--- config.mk ---
export PLATFORM = sky130hd
export DESIGN_NAME = conv_result_packer
export DESIGN_NICKNAME = d
export VERILOG_FILES = /design/src/rtl/conv_result_packer.sv
export SDC_FILE = /design/constraint.sdc
export NUM_CORES = 1
export LEC_CHECK = 0
export ABC_AREA = 1
export CAP_MARGIN = 20
export CORE_MARGIN = 4
export CORE_UTILIZATION = 50
export DETAILED_ROUTE_END_ITERATION = 6
export GPL_TIMING_DRIVEN = 0
export PLACE_DENSITY = 0.68
export SLEW_MARGIN = 20
export SYNTH_ARGS = -nofsm -noshare
export SYNTH_HDL_FRONTEND = slang
export SYNTH_SLANG_ARGS = --single-unit
export TNS_END_PERCENT = 30
--- constraint.sdc ---
create_clock -name clk -period 3.2 [get_ports clk]
set_clock_uncertainty 0.15 [all_clocks]
set_input_delay 0.64 -clock clk [delete_from_list [all_inputs] [get_ports clk]]
set_output_delay 0.64 -clock clk [all_outputs]
set_load 0.01 [all_outputs]
--- src/rtl/conv_result_packer.sv ---
// conv_result_packer: FWFT FIFO turning conv results into an AXI4-Stream with tuser/tlast framing.
// Define CONV_PACK_ROW_TLAST_EN to raise tlast at every row end instead of only at frame end.
module conv_result_packer #(
    parameter int SUM_BW     = 16,
    parameter int OUT_SIZE   = 28,
    parameter int FIFO_DEPTH = 16,
    parameter int FIFO_AW    = 4,
    parameter int CNT_BW     = 5
) (
    input  logic              clk,
    input  logic              rst,
    input  logic [SUM_BW-1:0] i_y,
    input  logic              i_valid,
    input  logic              i_clear,
    output logic [SUM_BW-1:0] m_axis_tdata,
    output logic              m_axis_tvalid,
    input  logic              m_axis_tready,
    output logic              m_axis_tuser,
    output logic              m_axis_tlast,
    output logic              o_overflow,
    output logic              o_frame_done,
    output logic [FIFO_AW:0]  o_fifo_count
);
`ifdef CONV_PACK_ROW_TLAST_EN
    localparam int EW = SUM_BW + 3;
`else
    localparam int EW = SUM_BW + 2;
`endif
    logic [EW-1:0]       mem_q [FIFO_DEPTH];
    logic [FIFO_AW-1:0]  rd_q, rd_d, wr_q, wr_d;
    logic [FIFO_AW:0]    cnt_q, cnt_d;
    logic [CNT_BW-1:0]   col_q, col_d, row_q, row_d;
    logic                ovf_q, ovf_d, done_q, done_d;
    logic                pop, push, col_last, row_last, sof, fend;
    logic [EW-1:0]       entry, head;
    always_comb begin
        head     = mem_q[rd_q];
        pop      = (cnt_q != '0) && m_axis_tready;
        push     = i_valid && ((cnt_q < (FIFO_AW+1)'(FIFO_DEPTH)) || pop);
        col_last = col_q == CNT_BW'(OUT_SIZE - 1);
        row_last = row_q == CNT_BW'(OUT_SIZE - 1);
        sof      = (row_q == '0) && (col_q == '0);
        fend     = row_last && col_last;
`ifdef CONV_PACK_ROW_TLAST_EN
        entry    = {sof, col_last, fend, i_y};
`else
        entry    = {sof, fend, i_y};
`endif
        rd_d     = pop ? rd_q + 1'b1 : rd_q;
        wr_d     = push ? wr_q + 1'b1 : wr_q;
        cnt_d    = cnt_q + (FIFO_AW+1)'(push) - (FIFO_AW+1)'(pop);
        // Counters track every input, dropped or not, so framing survives loss.
        col_d    = !i_valid ? col_q : col_last ? '0 : col_q + 1'b1;
        row_d    = !(i_valid && col_last) ? row_q : row_last ? '0 : row_q + 1'b1;
        ovf_d    = ovf_q | (i_valid && !push);
        done_d   = pop && head[SUM_BW];
    end
    always_ff @(posedge clk) begin
        if (rst || i_clear) begin
            rd_q   <= '0;
            wr_q   <= '0;
            cnt_q  <= '0;
            col_q  <= '0;
            row_q  <= '0;
            ovf_q  <= 1'b0;
            done_q <= 1'b0;
        end else begin
            rd_q   <= rd_d;
            wr_q   <= wr_d;
            cnt_q  <= cnt_d;
            col_q  <= col_d;
            row_q  <= row_d;
            ovf_q  <= ovf_d;
            done_q <= done_d;
        end
    end
    always_ff @(posedge clk) begin
        if (push) mem_q[wr_q] <= entry;
    end
    assign m_axis_tvalid = cnt_q != '0;
    assign m_axis_tdata  = m_axis_tvalid ? head[SUM_BW-1:0] : '0;
    assign m_axis_tuser  = m_axis_tvalid && head[EW-1];
    assign m_axis_tlast  = m_axis_tvalid && head[EW-2];
    assign o_overflow    = ovf_q;
    assign o_frame_done  = done_q;
    assign o_fifo_count  = cnt_q;
endmodule
==> flow_results.org <==
** Place
- Pre-CTS worst setup slack :: -71.4 ps
- The HPWL after detailed placement is 23500 µm.
- Total of buffers placed on input and output ports :: 46
- The congestion estimate from routability-driven global placement came to roughly 0.90.

** Timing
- Achievable frequency :: 310 MHz
- Final critical-path setup slack :: -21.2 ps
- The max-slew violation count was 0.
- Setup violation total in the final timing report :: 2
- At the pin with the least slew margin, the transition time is 922 ps.
- After layout, the minimum clock period comes to 3220 ps.
- In the final timing run, aggregate negative setup slack is -32.0 ps.
- Final Hold Fails :: 0
- Max-Slew Margin vs Limit :: 38.3%
- Final worst-path cycle share :: 101%
- Setup repair after global routing could not meet its margin everywhere.

** Status
- The flow ran to the end, but the final reports show violations.
- The checks that failed: negative setup slack.

** Setup path
- STA classifies the critical path endpoint as an output pin.
- Cell with the largest stage delay on the worst path :: dfxtp_1
- At the worst endpoint, the required time is roughly 2400 ps.
- Critical Path, Cell by Cell :: buf_6, inv_2, buf_6, clkbuf_4, nand2_1, nand3_1, nand3_1, nand3_1, a21oi_1, dlygate4sd2_1
- For the worst setup path, the data arrival time is ~2400 ps.
- Worst path max stage delay :: 330 ps
- Critical Path End :: m_axis_tuser
- In this design, the largest share of critical-path delay is due to buffers and inverters.
- RR Startpoint :: o_fifo_count[2]
- The number of buffers and inverters on the critical path is 5.
- Worst path depth :: 10
- Worst-case register-to-register setup slack :: approximately 240 ps
- In this run the worst path has a maximum fanout of 10.
- STA classifies the critical path startpoint as a register.
- CP dominant cell by count :: nand3_1
- The worst setup path is of the register to output pin kind.
- For the worst flop-to-flop path, the logic depth is 17.
- The worst register-to-register path ends at o_fifo_count[4].

** Synth
- edfxtp_1 takes more of the synthesized area than any other cell.
- The commonest cells after synthesis are nand2_1, edfxtp_1, nand3_1.
- Most numerous cell in the Yosys netlist :: nand2_1
- For this run, asynchronously set or reset flops after synthesis account for 0%.
- Simple-gate share of the synthesized area :: 21.4%
- Counting every net in the synthesized netlist gives 1357.
- Flip-flop cell with the highest count after synthesis :: edfxtp_1
- Cell variety after synth :: 28
- The synthesized netlist devotes 0.323% of its cell area to XOR and XNOR gates.
- Arithmetic-cell share of the synthesized area counting full adders, half adders and majority gates :: around 1.4%
- By area, the combinational part of the netlist is dominated by simple AND/OR/NAND/NOR gates.
- Counting every instance in the synthesized netlist gives roughly 1.3k.
- The share of the Yosys chip area taken by registers is slightly below 70%.
- Largest cells by area after synthesis :: edfxtp_1, nand2_1, nand3_1
- Counting flops and latches in the post-synthesis netlist gives 317.
- For this run, the number of Yosys warnings is 0.
- Number of enable-type register cells in the synthesized netlist :: about 290
- Syn_area_per_cell :: 10.3 µm²
- Fraction of synthesized cell area taken by the top area cell type :: 63.8%
- Of the post-synthesis cell area, the part taken by muxes is 0%.
- Summing every instance area after synthesis gives 13600 µm².
- Synth Area in Compound Gates :: 1.86%

** Final layout
- Fill cells in the final layout number 2197.
- Proportion of layout cells with a drive suffix above 1 :: 10.0%
- Layout Nets :: 1445
- The multi-input combinational cells in the finished layout cover a total of 3530 µm².
- The repair_antennas step left the layout with diodes totalling 0.
- Footprint of the flip-flops and latches :: 9230 µm²
- Layout Area Growth over Synthesis :: 16.7%

** Pwr
- Clock network fraction of design power :: 41.2%
- Of the total power, registers draw around 47%.
- Total Power :: 9.72 mW
- Ratio of total power to cell area :: 614 nW/µm²
- Across the VDD grid, the largest voltage drop is 0.675 mV.
- Of the total power, the share spent switching nets is 24.6%.
- Combinational cell fraction of total power :: 11.5%
- Net switching power figure :: 2.39 mW
- Internal power comes to ~7.3 mW.
- Static Leakage :: 6.51 nW

** Global route
- The first global-routing pass estimated 54500 µm of wire.
- Entering global routing, the biggest net connects 19 pins.
- Via count of the first global-routing pass :: 9368
- After global routing the overflow that remains totals 0.
- Overall routing resource usage :: 23.8%
- Number of antenna violations at the first check in global routing :: 1

** Clock network
- CTS placed an instance of clkbuf_16 at the clock tree root.
- Clock latency on the worst-skew pair, taken at its later pin, is 510 ps.
- Number of H-tree branching levels :: 2
- Worst-path clk slew :: 60 ps
- TritonCTS built the clock tree.
- CTS Hold Buffers Added :: 0
- For this design, the sink count on the clock tree is 317.
- Cts bufs inserted :: 35
- In this run the deepest clock path goes through 3 buffers.

** Route
- Router iterations before antenna repair :: 7
- Wire length reported by the detailed router :: 36000 µm
- Routed via count divided by cell count :: 5.43
- After detailed routing, the average wire length per cell comes to 20.3 µm.
- After detailed routing, the number of remaining DRC violations is 0.
- Vias :: slightly below 10k
- In this run, the number of DRC markers left after iteration 0 of detailed routing was 1030.
- Residual antenna-violating net count after detailed routing :: 0

** Floorplan
- Horiz. Die Dim :: about 170 µm
- The die is 173 µm tall.
- The die covers approximately 30000 µm².
- Initial cell density of the core :: around half
- The floorplan step defined a core boundary enclosing 26800 µm².
- In this run the core area contains 60 standard-cell rows.
- For this design the top-level I/O count stands at 47.

** Job
- Number of max-capacitance violations reported :: 0

** Worst hold path
- The tightest min-delay check is of the register to register type.
[routing by layer]
layer	up-vias	track usage, %	part of all wire [%]
li1	4511	-	-
met1	4577	31.7	39
met2	450	39.6	48
met3	93	3.87	8.6
met4	2	9.71	4.0
met5	-	0	0.019
[worst min-delay path by stage]
stage	start	endpoint	slack [ps]	depth (start not counted)
4_1_cts	o_overflow	o_overflow	320	1
3_3_place_gp	o_overflow	o_overflow	300	1
6_report	o_overflow	o_overflow	310	1
5_1_grt	o_overflow	o_overflow	330	1
3_5_place_dp	o_overflow	o_overflow	310	1
2_1_floorplan	rd_q[2]	register	310	2
[cell type report]
| type | instances | area share [%] |
|---|---|---|
| tap | 341 | 2.70 |
| timing repair buffer | 51 | 3.01 |
| sequential | 317 | 58.3 |
| inverter | 177 | 4.23 |
| clock buffer | 44 | 5.94 |
| buffer | 58 | 2.25 |
| multi-input combinational | 769 | 22.3 |
| clock inverter | 17 | 1.29 |
[registers in the layout (all words and copies together), names as in the netlist, named ones only]
register and count:
rd_q 4, row_q 5, o_fifo_count 5, o_frame_done 1, mem_q 288, o_overflow 1, wr_q 4, col_q 5
[metrics by stage]
stage / cell area (µm²) / std cells / util (%) / hold slack [ps]
after global routing: 15800 / 1774 / 59.1 / 325
final: 15800 / 1774 / 59.1 / 313
after global placement: 14500 / 1708 / 53.9 / 304
after floorplan: 13600 / 1321 / - / 307
after detailed placement: 14600 / 1713 / 54.5 / 307
after CTS: 15800 / 1774 / 59.0 / 317
[cell families after synthesis]
group / Yosys count
AOI/OAI and AO/OA: 49
xor gates and xnor gates: 5
DFF: 317
buffers and inverters: 235
adders and majority gates: 15
and+or+nand+nor: 700
[cell usage in the layout, fill, tap and decap left out, types with 2 or more instances in the layout]
cell type,n
a21oi_1,31
a21oi_2,5
buf_1,2
buf_2,21
buf_4,9
buf_6,9
bufinv_16,4
clkbuf_1,8
clkbuf_16,35
clkbuf_2,17
clkbuf_4,7
clkbuf_8,3
clkdlybuf4s50_1,28
clkinv_1,5
clkinv_2,5
clkinv_4,2
dfxtp_1,29
dlygate4sd2_1,13
edfxtp_1,288
ha_1,14
inv_1,172
inv_2,2
nand2_1,460
nand3_1,185
nand3_2,2
nand4_1,6
nor2_1,22
nor2_2,5
nor2_4,13
nor3_1,5
o21ai_0,9
xnor2_1,2
xor2_1,3
[power groups by stage]
stage | sequential [mW] | combinational, mW | clock, mW
floorplan | 4.68 | 0.573 | 0
global placement | 4.68 | 1.09 | 0
detailed placement | 4.68 | 1.12 | 0
CTS | 4.59 | 1.11 | 4.04
global route | 4.59 | 1.21 | 4.22
finish | 4.59 | 1.12 | 4.01
[repair_timing]
item / CTS / global route
buffers inserted: 0 / 0
resized for setup: 60 / 19
endpoints found under the setup margin: 18 / 18
pin swaps: 1 / 3
Power figures use the tool's default switching activity.
